## src/rtl/push_debounce_pkg.sv

```systemverilog
// push_debounce_pkg
//   Shared definitions for the push-button conditioner:
//     - btn_state_e : per-channel debounce FSM state
//     - btn_evt_t   : per-channel registered outputs (level + strobes)
//     - DEF_*       : default timing constants for a 50 MHz clock
//     - cnt_width() : width of the qualification / repeat counters
package push_debounce_pkg;

  // 10 ms debounce, 500 ms first repeat, 100 ms repeat period at 50 MHz.
  localparam int DEF_N_BTN           = 4;
  localparam int DEF_DEBOUNCE_CYCLES = 500_000;
  localparam int DEF_REPEAT_DELAY    = 25_000_000;
  localparam int DEF_REPEAT_PERIOD   = 5_000_000;

  typedef enum logic [1:0] {
    IDLE_LOW  = 2'd0,
    WAIT_HIGH = 2'd1,
    IDLE_HIGH = 2'd2,
    WAIT_LOW  = 2'd3
  } btn_state_e;

  // Per-channel response bundle. 'rel' rather than 'release' because the
  // latter is a reserved word.
  typedef struct packed {
    logic lvl;
    logic press;
    logic rel;
  } btn_evt_t;

  // Counters only ever count up to (limit-1) and are compared for equality,
  // so $clog2 of the largest limit plus one bit of headroom is always enough.
  function automatic int cnt_width(input int a, input int b, input int c);
    int m;
    m = a;
    if (b > m) m = b;
    if (c > m) m = c;
    return $clog2(m) + 1;
  endfunction

endpackage

```

## src/rtl/push_debounce_channel.sv

```systemverilog
// debounce_channel
//   One button channel: 2-flop synchroniser, 4-state debounce FSM with a
//   qualification counter, registered level and press/release strobes.
//   Optional auto-repeat of press strobes while held (BTN_AUTOREPEAT_EN).
//
//   Ports:
//     clk    in   system clock
//     rst    in   synchronous active-high reset
//     noisy  in   raw asynchronous button level, 1 = pressed
//     evt    out  registered {lvl, press, rel}
//
//   Macro BTN_AUTOREPEAT_EN: when defined, IDLE_HIGH runs a repeat counter
//   that issues extra press strobes REPEAT_DELAY cycles after entry and then
//   every REPEAT_PERIOD cycles. When undefined no repeat logic exists.
module debounce_channel
  import push_debounce_pkg::*;
#(
  parameter int DEBOUNCE_CYCLES = DEF_DEBOUNCE_CYCLES,
  parameter int REPEAT_DELAY    = DEF_REPEAT_DELAY,
  parameter int REPEAT_PERIOD   = DEF_REPEAT_PERIOD,
  parameter int CW              = cnt_width(DEBOUNCE_CYCLES, REPEAT_DELAY,
                                            REPEAT_PERIOD)
) (
  input  logic     clk,
  input  logic     rst,
  input  logic     noisy,
  output btn_evt_t evt
);

  localparam logic [CW-1:0] DB_LAST = CW'(DEBOUNCE_CYCLES - 1);

  logic [1:0]    sync_q;
  logic          s;
  btn_state_e    state, state_n;
  logic [CW-1:0] cnt, cnt_n;
  logic          lvl_n, press_n, rel_n;
  logic          rep_fire;

  // sync_q[0] may go metastable; only sync_q[1] feeds any decision.
  assign s = sync_q[1];

  // ---------------------------------------------------------------- FSM
  always_comb begin
    state_n = state;
    cnt_n   = cnt;
    lvl_n   = evt.lvl;
    press_n = 1'b0;
    rel_n   = 1'b0;
    case (state)
      IDLE_LOW: begin
        if (s) begin
          state_n = WAIT_HIGH;
          cnt_n   = '0;
        end
      end
      WAIT_HIGH: begin
        if (!s) begin
          // bounce: fall back, level untouched, qualification restarts
          state_n = IDLE_LOW;
          cnt_n   = '0;
        end else if (cnt == DB_LAST) begin
          state_n = IDLE_HIGH;
          cnt_n   = '0;
          lvl_n   = 1'b1;
          press_n = 1'b1;
        end else begin
          cnt_n = cnt + CW'(1);
        end
      end
      IDLE_HIGH: begin
        if (!s) begin
          state_n = WAIT_LOW;
          cnt_n   = '0;
        end
      end
      WAIT_LOW: begin
        if (s) begin
          state_n = IDLE_HIGH;
          cnt_n   = '0;
        end else if (cnt == DB_LAST) begin
          state_n = IDLE_LOW;
          cnt_n   = '0;
          lvl_n   = 1'b0;
          rel_n   = 1'b1;
        end else begin
          cnt_n = cnt + CW'(1);
        end
      end
      default: begin
        state_n = IDLE_LOW;
        cnt_n   = '0;
      end
    endcase
  end

  always_ff @(posedge clk) begin
    if (rst) begin
      sync_q <= '0;
      state  <= IDLE_LOW;
      cnt    <= '0;
      evt    <= '0;
    end else begin
      sync_q    <= {sync_q[0], noisy};
      state     <= state_n;
      cnt       <= cnt_n;
      evt.lvl   <= lvl_n;
      // repeat strobes only fire while staying in IDLE_HIGH, so they can
      // never collide with a qualification or a release strobe
      evt.press <= press_n | rep_fire;
      evt.rel   <= rel_n;
    end
  end

  // --------------------------------------------------------- auto-repeat
`ifdef BTN_AUTOREPEAT_EN
  localparam logic [CW-1:0] RD_LAST = CW'(REPEAT_DELAY - 1);
  localparam logic [CW-1:0] RP_LAST = CW'(REPEAT_PERIOD - 1);

  logic [CW-1:0] rcnt, rcnt_n;
  logic          rep_armed, rep_armed_n;  // first delay elapsed

  // Counter only advances on cycles that stay in IDLE_HIGH; any entry into
  // IDLE_HIGH (from either WAIT state) therefore starts from zero with the
  // long initial delay, and leaving for WAIT_LOW clears it.
  always_comb begin
    rcnt_n      = '0;
    rep_armed_n = 1'b0;
    rep_fire    = 1'b0;
    if (state == IDLE_HIGH && s) begin
      rep_armed_n = rep_armed;
      if (rcnt == (rep_armed ? RP_LAST : RD_LAST)) begin
        rep_fire    = 1'b1;
        rcnt_n      = '0;
        rep_armed_n = 1'b1;
      end else begin
        rcnt_n = rcnt + CW'(1);
      end
    end
  end

  always_ff @(posedge clk) begin
    if (rst) begin
      rcnt      <= '0;
      rep_armed <= 1'b0;
    end else begin
      rcnt      <= rcnt_n;
      rep_armed <= rep_armed_n;
    end
  end
`else
  assign rep_fire = 1'b0;
`endif

endmodule

```

## src/rtl/push_debounce.sv

```systemverilog
// push_debounce
//   N_BTN-channel push-button conditioner for the VGA pixel path. Each
//   channel is an independent debounce_channel instance; outputs are
//   registered inside the channels.
//
//   Ports:
//     clk            in   [1]      system clock
//     rst            in   [1]      synchronous active-high reset
//     noisy          in   [N_BTN]  raw button levels, 1 = pressed
//     clean          out  [N_BTN]  debounced levels
//     press_pulse    out  [N_BTN]  1-cycle strobe per accepted press
//                                  (plus auto-repeats when enabled)
//     release_pulse  out  [N_BTN]  1-cycle strobe per accepted release
//
//   Macro BTN_AUTOREPEAT_EN enables auto-repeat press strobes.
module push_debounce
  import push_debounce_pkg::*;
#(
  parameter int N_BTN           = DEF_N_BTN,
  parameter int DEBOUNCE_CYCLES = DEF_DEBOUNCE_CYCLES,
  parameter int REPEAT_DELAY    = DEF_REPEAT_DELAY,
  parameter int REPEAT_PERIOD   = DEF_REPEAT_PERIOD
) (
  input  logic             clk,
  input  logic             rst,
  input  logic [N_BTN-1:0] noisy,
  output logic [N_BTN-1:0] clean,
  output logic [N_BTN-1:0] press_pulse,
  output logic [N_BTN-1:0] release_pulse
);

  localparam int CW = cnt_width(DEBOUNCE_CYCLES, REPEAT_DELAY, REPEAT_PERIOD);

  btn_evt_t [N_BTN-1:0] evt;

  for (genvar i = 0; i < N_BTN; i++) begin : g_ch
    debounce_channel #(
      .DEBOUNCE_CYCLES (DEBOUNCE_CYCLES),
      .REPEAT_DELAY    (REPEAT_DELAY),
      .REPEAT_PERIOD   (REPEAT_PERIOD),
      .CW              (CW)
    ) u_ch (
      .clk   (clk),
      .rst   (rst),
      .noisy (noisy[i]),
      .evt   (evt[i])
    );

    assign clean[i]         = evt[i].lvl;
    assign press_pulse[i]   = evt[i].press;
    assign release_pulse[i] = evt[i].rel;
  end

endmodule

```

## config.mk

```make
export PLATFORM = sky130hd
export DESIGN_NAME = push_debounce
export DESIGN_NICKNAME = d
export VERILOG_FILES = /design/src/rtl/push_debounce_pkg.sv /design/src/rtl/push_debounce_channel.sv /design/src/rtl/push_debounce.sv
export SDC_FILE = /design/constraint.sdc
export NUM_CORES = 1
export LEC_CHECK = 0
export CORE_MARGIN = 2
export CORE_UTILIZATION = 35
export DETAILED_ROUTE_END_ITERATION = 8
export PLACE_DENSITY = 0.61
export SLEW_MARGIN = 15
export SYNTH_ARGS = -nofsm -noshare
export SYNTH_HDL_FRONTEND = slang
export SYNTH_SLANG_ARGS = --single-unit
```

## constraint.sdc

```tcl
create_clock -name clk -period 4.39 [get_ports clk]
set_input_delay 0.878 -clock clk [delete_from_list [all_inputs] [get_ports clk]]
set_output_delay 0.878 -clock clk [all_outputs]
set_load 0.03 [all_outputs]
```

==> flow_metrics.tcl <==
set metrics [dict create \
    outcome "complete, no violations" \
    io_buffers 17 \
    gr-total-overflow 0 \
    initialDrtViolationCount 428 \
    antenna_found_initial 0 \
    ys_seq_area_share_pct 40.08 \
    worst-path-max-fanout 28 \
    hp-class "reg2reg" \
    layout-area-overhead-vs-synth_pct 14.78 \
    design.portCount 18 \
    syn-num-nets 805 \
    synth.distinct_cells 60 \
    cellPowerDensity_nw_per_um2 378.6 \
    worst_slew_pin_slew_ps 1010 \
    final_core_utilization_pct 40.73 \
    detail_route.wirelength_mm 14.95 \
    clk_pin_slew_worst_paths_ps 50 \
    cts_sinks 132 \
    worst_setup_path_end_kind "flop" \
    insertion_delay_ps 420 \
    max-slew-margin-rel_pct 32.46 \
    setup_repair_after_global_routing_missed_its_margin "false" \
    post_cts_buffers 0 \
    postRouteAntennaNets 0 \
    maxCapViolCount 0 \
    totalPowerFinal_mw 2.865 \
    mostFrequentLayoutCells "sky130_fd_sc_hd__dfxtp_1 (132), sky130_fd_sc_hd__nand2_1 (74), sky130_fd_sc_hd__nor2_1 (71), sky130_fd_sc_hd__nand3_1 (55), sky130_fd_sc_hd__a31oi_1 (45)" \
    post_synth_inst_count 795 \
    p_leak_nw 2.518 \
    layout_worst_path_cycle_share_pct 58.31 \
    max_freq_ghz 0.3906 \
    cp_data_arrival_time_ps 2900 \
    syn-cell-area_um2 6593 \
    number_of_levels_the_h_tree_was_split_into 4 \
    gpl.final_weighted_congestion 0.7981 \
    start_util_pct 35.48 \
    drive_above_1_share_pct 6.815 \
    grt_pass1_wl_mm 25.52 \
    number_of_cts_inserted_buffers 17 \
    detailedRoute.firstPassIterationCount 5 \
    synthesis.area_per_instance_um2 8.293 \
    final_common_cell "sky130_fd_sc_hd__dfxtp_1" \
    tns_ps 0 \
    viasPerCell 5.588 \
    final_cell_area_um2 7567 \
    timing.setup.critical_path_class "reg2reg" \
    grtUsageTotal_pct 15.48 \
    synth-main-ff-cell "sky130_fd_sc_hd__dfxtp_1" \
    synthDominantCellAreaShare_pct 40.08 \
    dp.final_hpwl_mm 9.956 \
    required_time_at_the_endpoint_of_the_critical_path_ps 4730 \
    setup.worst_path.start_class "flop" \
    fp.dieH_um 141.2 \
    setup-violations-final 0 \
    final_net_count 804 \
    skew_ps 9.494 \
    worst_ir_drop_vdd_v 0.0002759 \
    tritoncts_clock_tree "built" \
    maximum_clock_path_buffer_count 2 \
    grt_max_degree 41 \
    hold_slack_ps 433.3 \
    slew_viol_final 0 \
    netlist_top_cells_area "sky130_fd_sc_hd__dfxtp_1 (40%), sky130_fd_sc_hd__a31oi_1 (4.3%), sky130_fd_sc_hd__nand2_1 (4.2%), sky130_fd_sc_hd__nand3_1 (4.2%), sky130_fd_sc_hd__nor2_1 (4.0%)" \
    synth_seq_cells 132 \
    route.detailed.wl_per_inst_um 14.36 \
    synth-async-reset-ratio_pct 0 \
    cts_root_buf "sky130_fd_sc_hd__clkbuf_16" \
    fin_crit_ps 2560 \
    postCtsHoldBufs 0 \
    via_count 5817 \
    post_cts_resize_count 0 \
    synth-edff-count 0 \
    yosys.area.top_type "sky130_fd_sc_hd__dfxtp_1" \
    count_of_unresolved_drc_violations_after_routing 0 \
    dieWidth_um 141.2 \
    yosysWarningCount 0 \
    placeableCoreArea_um2 18580 \
    number_of_global_route_vias_before_repair 5229 \
    finalHoldViolations 0 \
    placedInstanceArea_um2 6922 \
    floorplan.die_area_um2 19950 \
    placement_rows 50 \
    diodes 0 \
]
stage by stage:
stage                     cells  setup WS [ps]
after floorplan             795           2319
after global placement     1009           1773
after detailed placement   1009           1771
after CTS                  1041           1837
after global routing       1041           1646
final                      1041           1830
synthesized netlist by cell type, types with 3 or more instances:
cell and number:
sky130_fd_sc_hd__a32oi_1 3, sky130_fd_sc_hd__nor2b_1 12, sky130_fd_sc_hd__clkbuf_1 25, sky130_fd_sc_hd__nand2b_1 8, sky130_fd_sc_hd__a31oi_1 45, sky130_fd_sc_hd__and2_1 5
sky130_fd_sc_hd__a22oi_1 6, sky130_fd_sc_hd__dfxtp_1 132, sky130_fd_sc_hd__xor2_1 15, sky130_fd_sc_hd__nand4_1 30, sky130_fd_sc_hd__mux2i_1 16, sky130_fd_sc_hd__nor4_1 17
sky130_fd_sc_hd__or3_1 6, sky130_fd_sc_hd__nor2_1 71, sky130_fd_sc_hd__or4_1 4, sky130_fd_sc_hd__a41oi_1 10, sky130_fd_sc_hd__inv_1 11, sky130_fd_sc_hd__o21ai_0 27
sky130_fd_sc_hd__a22o_1 10, sky130_fd_sc_hd__nor3_1 27, sky130_fd_sc_hd__and4_1 21, sky130_fd_sc_hd__o2111ai_1 3, sky130_fd_sc_hd__and3_1 22, sky130_fd_sc_hd__or2_2 5
sky130_fd_sc_hd__o311ai_0 3, sky130_fd_sc_hd__nand2_1 74, sky130_fd_sc_hd__a21oi_1 42, sky130_fd_sc_hd__buf_2 13, sky130_fd_sc_hd__o31ai_1 4, sky130_fd_sc_hd__ha_1 4
sky130_fd_sc_hd__nor4b_1 9, sky130_fd_sc_hd__nand3_1 55, sky130_fd_sc_hd__xnor2_1 22, sky130_fd_sc_hd__o211ai_1 4
cells by family after synthesis:
kind of cell / synth area share, %
and+or+nand+nor: 31.20
AOI/OAI and AO/OA: 16.87
DFF: 40.08
buffers and inverters: 3.739
xor gates and xnor gates: 4.916
muxes: 2.429
adders and majority gates: 0.7592
worst paths after layout:
check | startpoint | endpoint | slack (ps) | cells past startpoint
worst max-delay path | g_ch[3].u_ch.cnt[0] | g_ch[3].u_ch.cnt[2] | 1830 | 7
worst min-delay path | g_ch[2].u_ch.sync_q[0] | g_ch[2].u_ch.sync_q[1] | 430 | 1
worst max register to register | g_ch[3].u_ch.cnt[0] | g_ch[3].u_ch.cnt[2] | 1830 | 7
worst min register to register | g_ch[2].u_ch.sync_q[0] | g_ch[2].u_ch.sync_q[1] | 430 | 1
area by class of cell:
cell class              count  area (µm²)
fillers                  1802       11010
clock inverters             9       147.6
multi-input cells         607        3724
clock buffers              23       498.0
repair buffers             24       217.7
flip-flops and latches    132        2643
well taps                 234       292.8
inverters                  12       45.04
power by group:
part	internal, mW	switching, mW	leakage (nW)	total [mW]
Sequential	1.21	0.0129	1.07	1.22
Combinational	0.0329	0.0667	1.13	0.0996
Clock	1.02	0.520	0.319	1.54
Total	2.27	0.600	2.52	2.87
sequential cells by signal, indices dropped and copies added (netlist names), named ones only:
name and cells:
g_ch.u_ch.cnt 104, g_ch.u_ch.sync_q 8, g_ch.u_ch.state 4, g_ch.u_ch.evt 12
critical path, cell delays in order (launching register included):
cell	delay (ps)
sky130_fd_sc_hd__dfxtp_1	340
sky130_fd_sc_hd__ha_1	260
sky130_fd_sc_hd__and3_1	270
sky130_fd_sc_hd__and4_1	220
sky130_fd_sc_hd__a211oi_4	860
sky130_fd_sc_hd__buf_4	290
sky130_fd_sc_hd__nand2b_1	80
sky130_fd_sc_hd__a31oi_1	160
metal layers:
| layer | part of all wire [%] | GRT usage, % | vias up |
|---|---|---|---|
| li1 | - | - | 2975 |
| met1 | 51 | 21.54 | 2727 |
| met2 | 44 | 23.63 | 94 |
| met3 | 3.1 | 3.023 | 21 |
| met4 | 1.7 | 6.053 | 0 |
| met5 | 0 | 0 | - |
No activity file was read; power rests on OpenSTA's default activity.
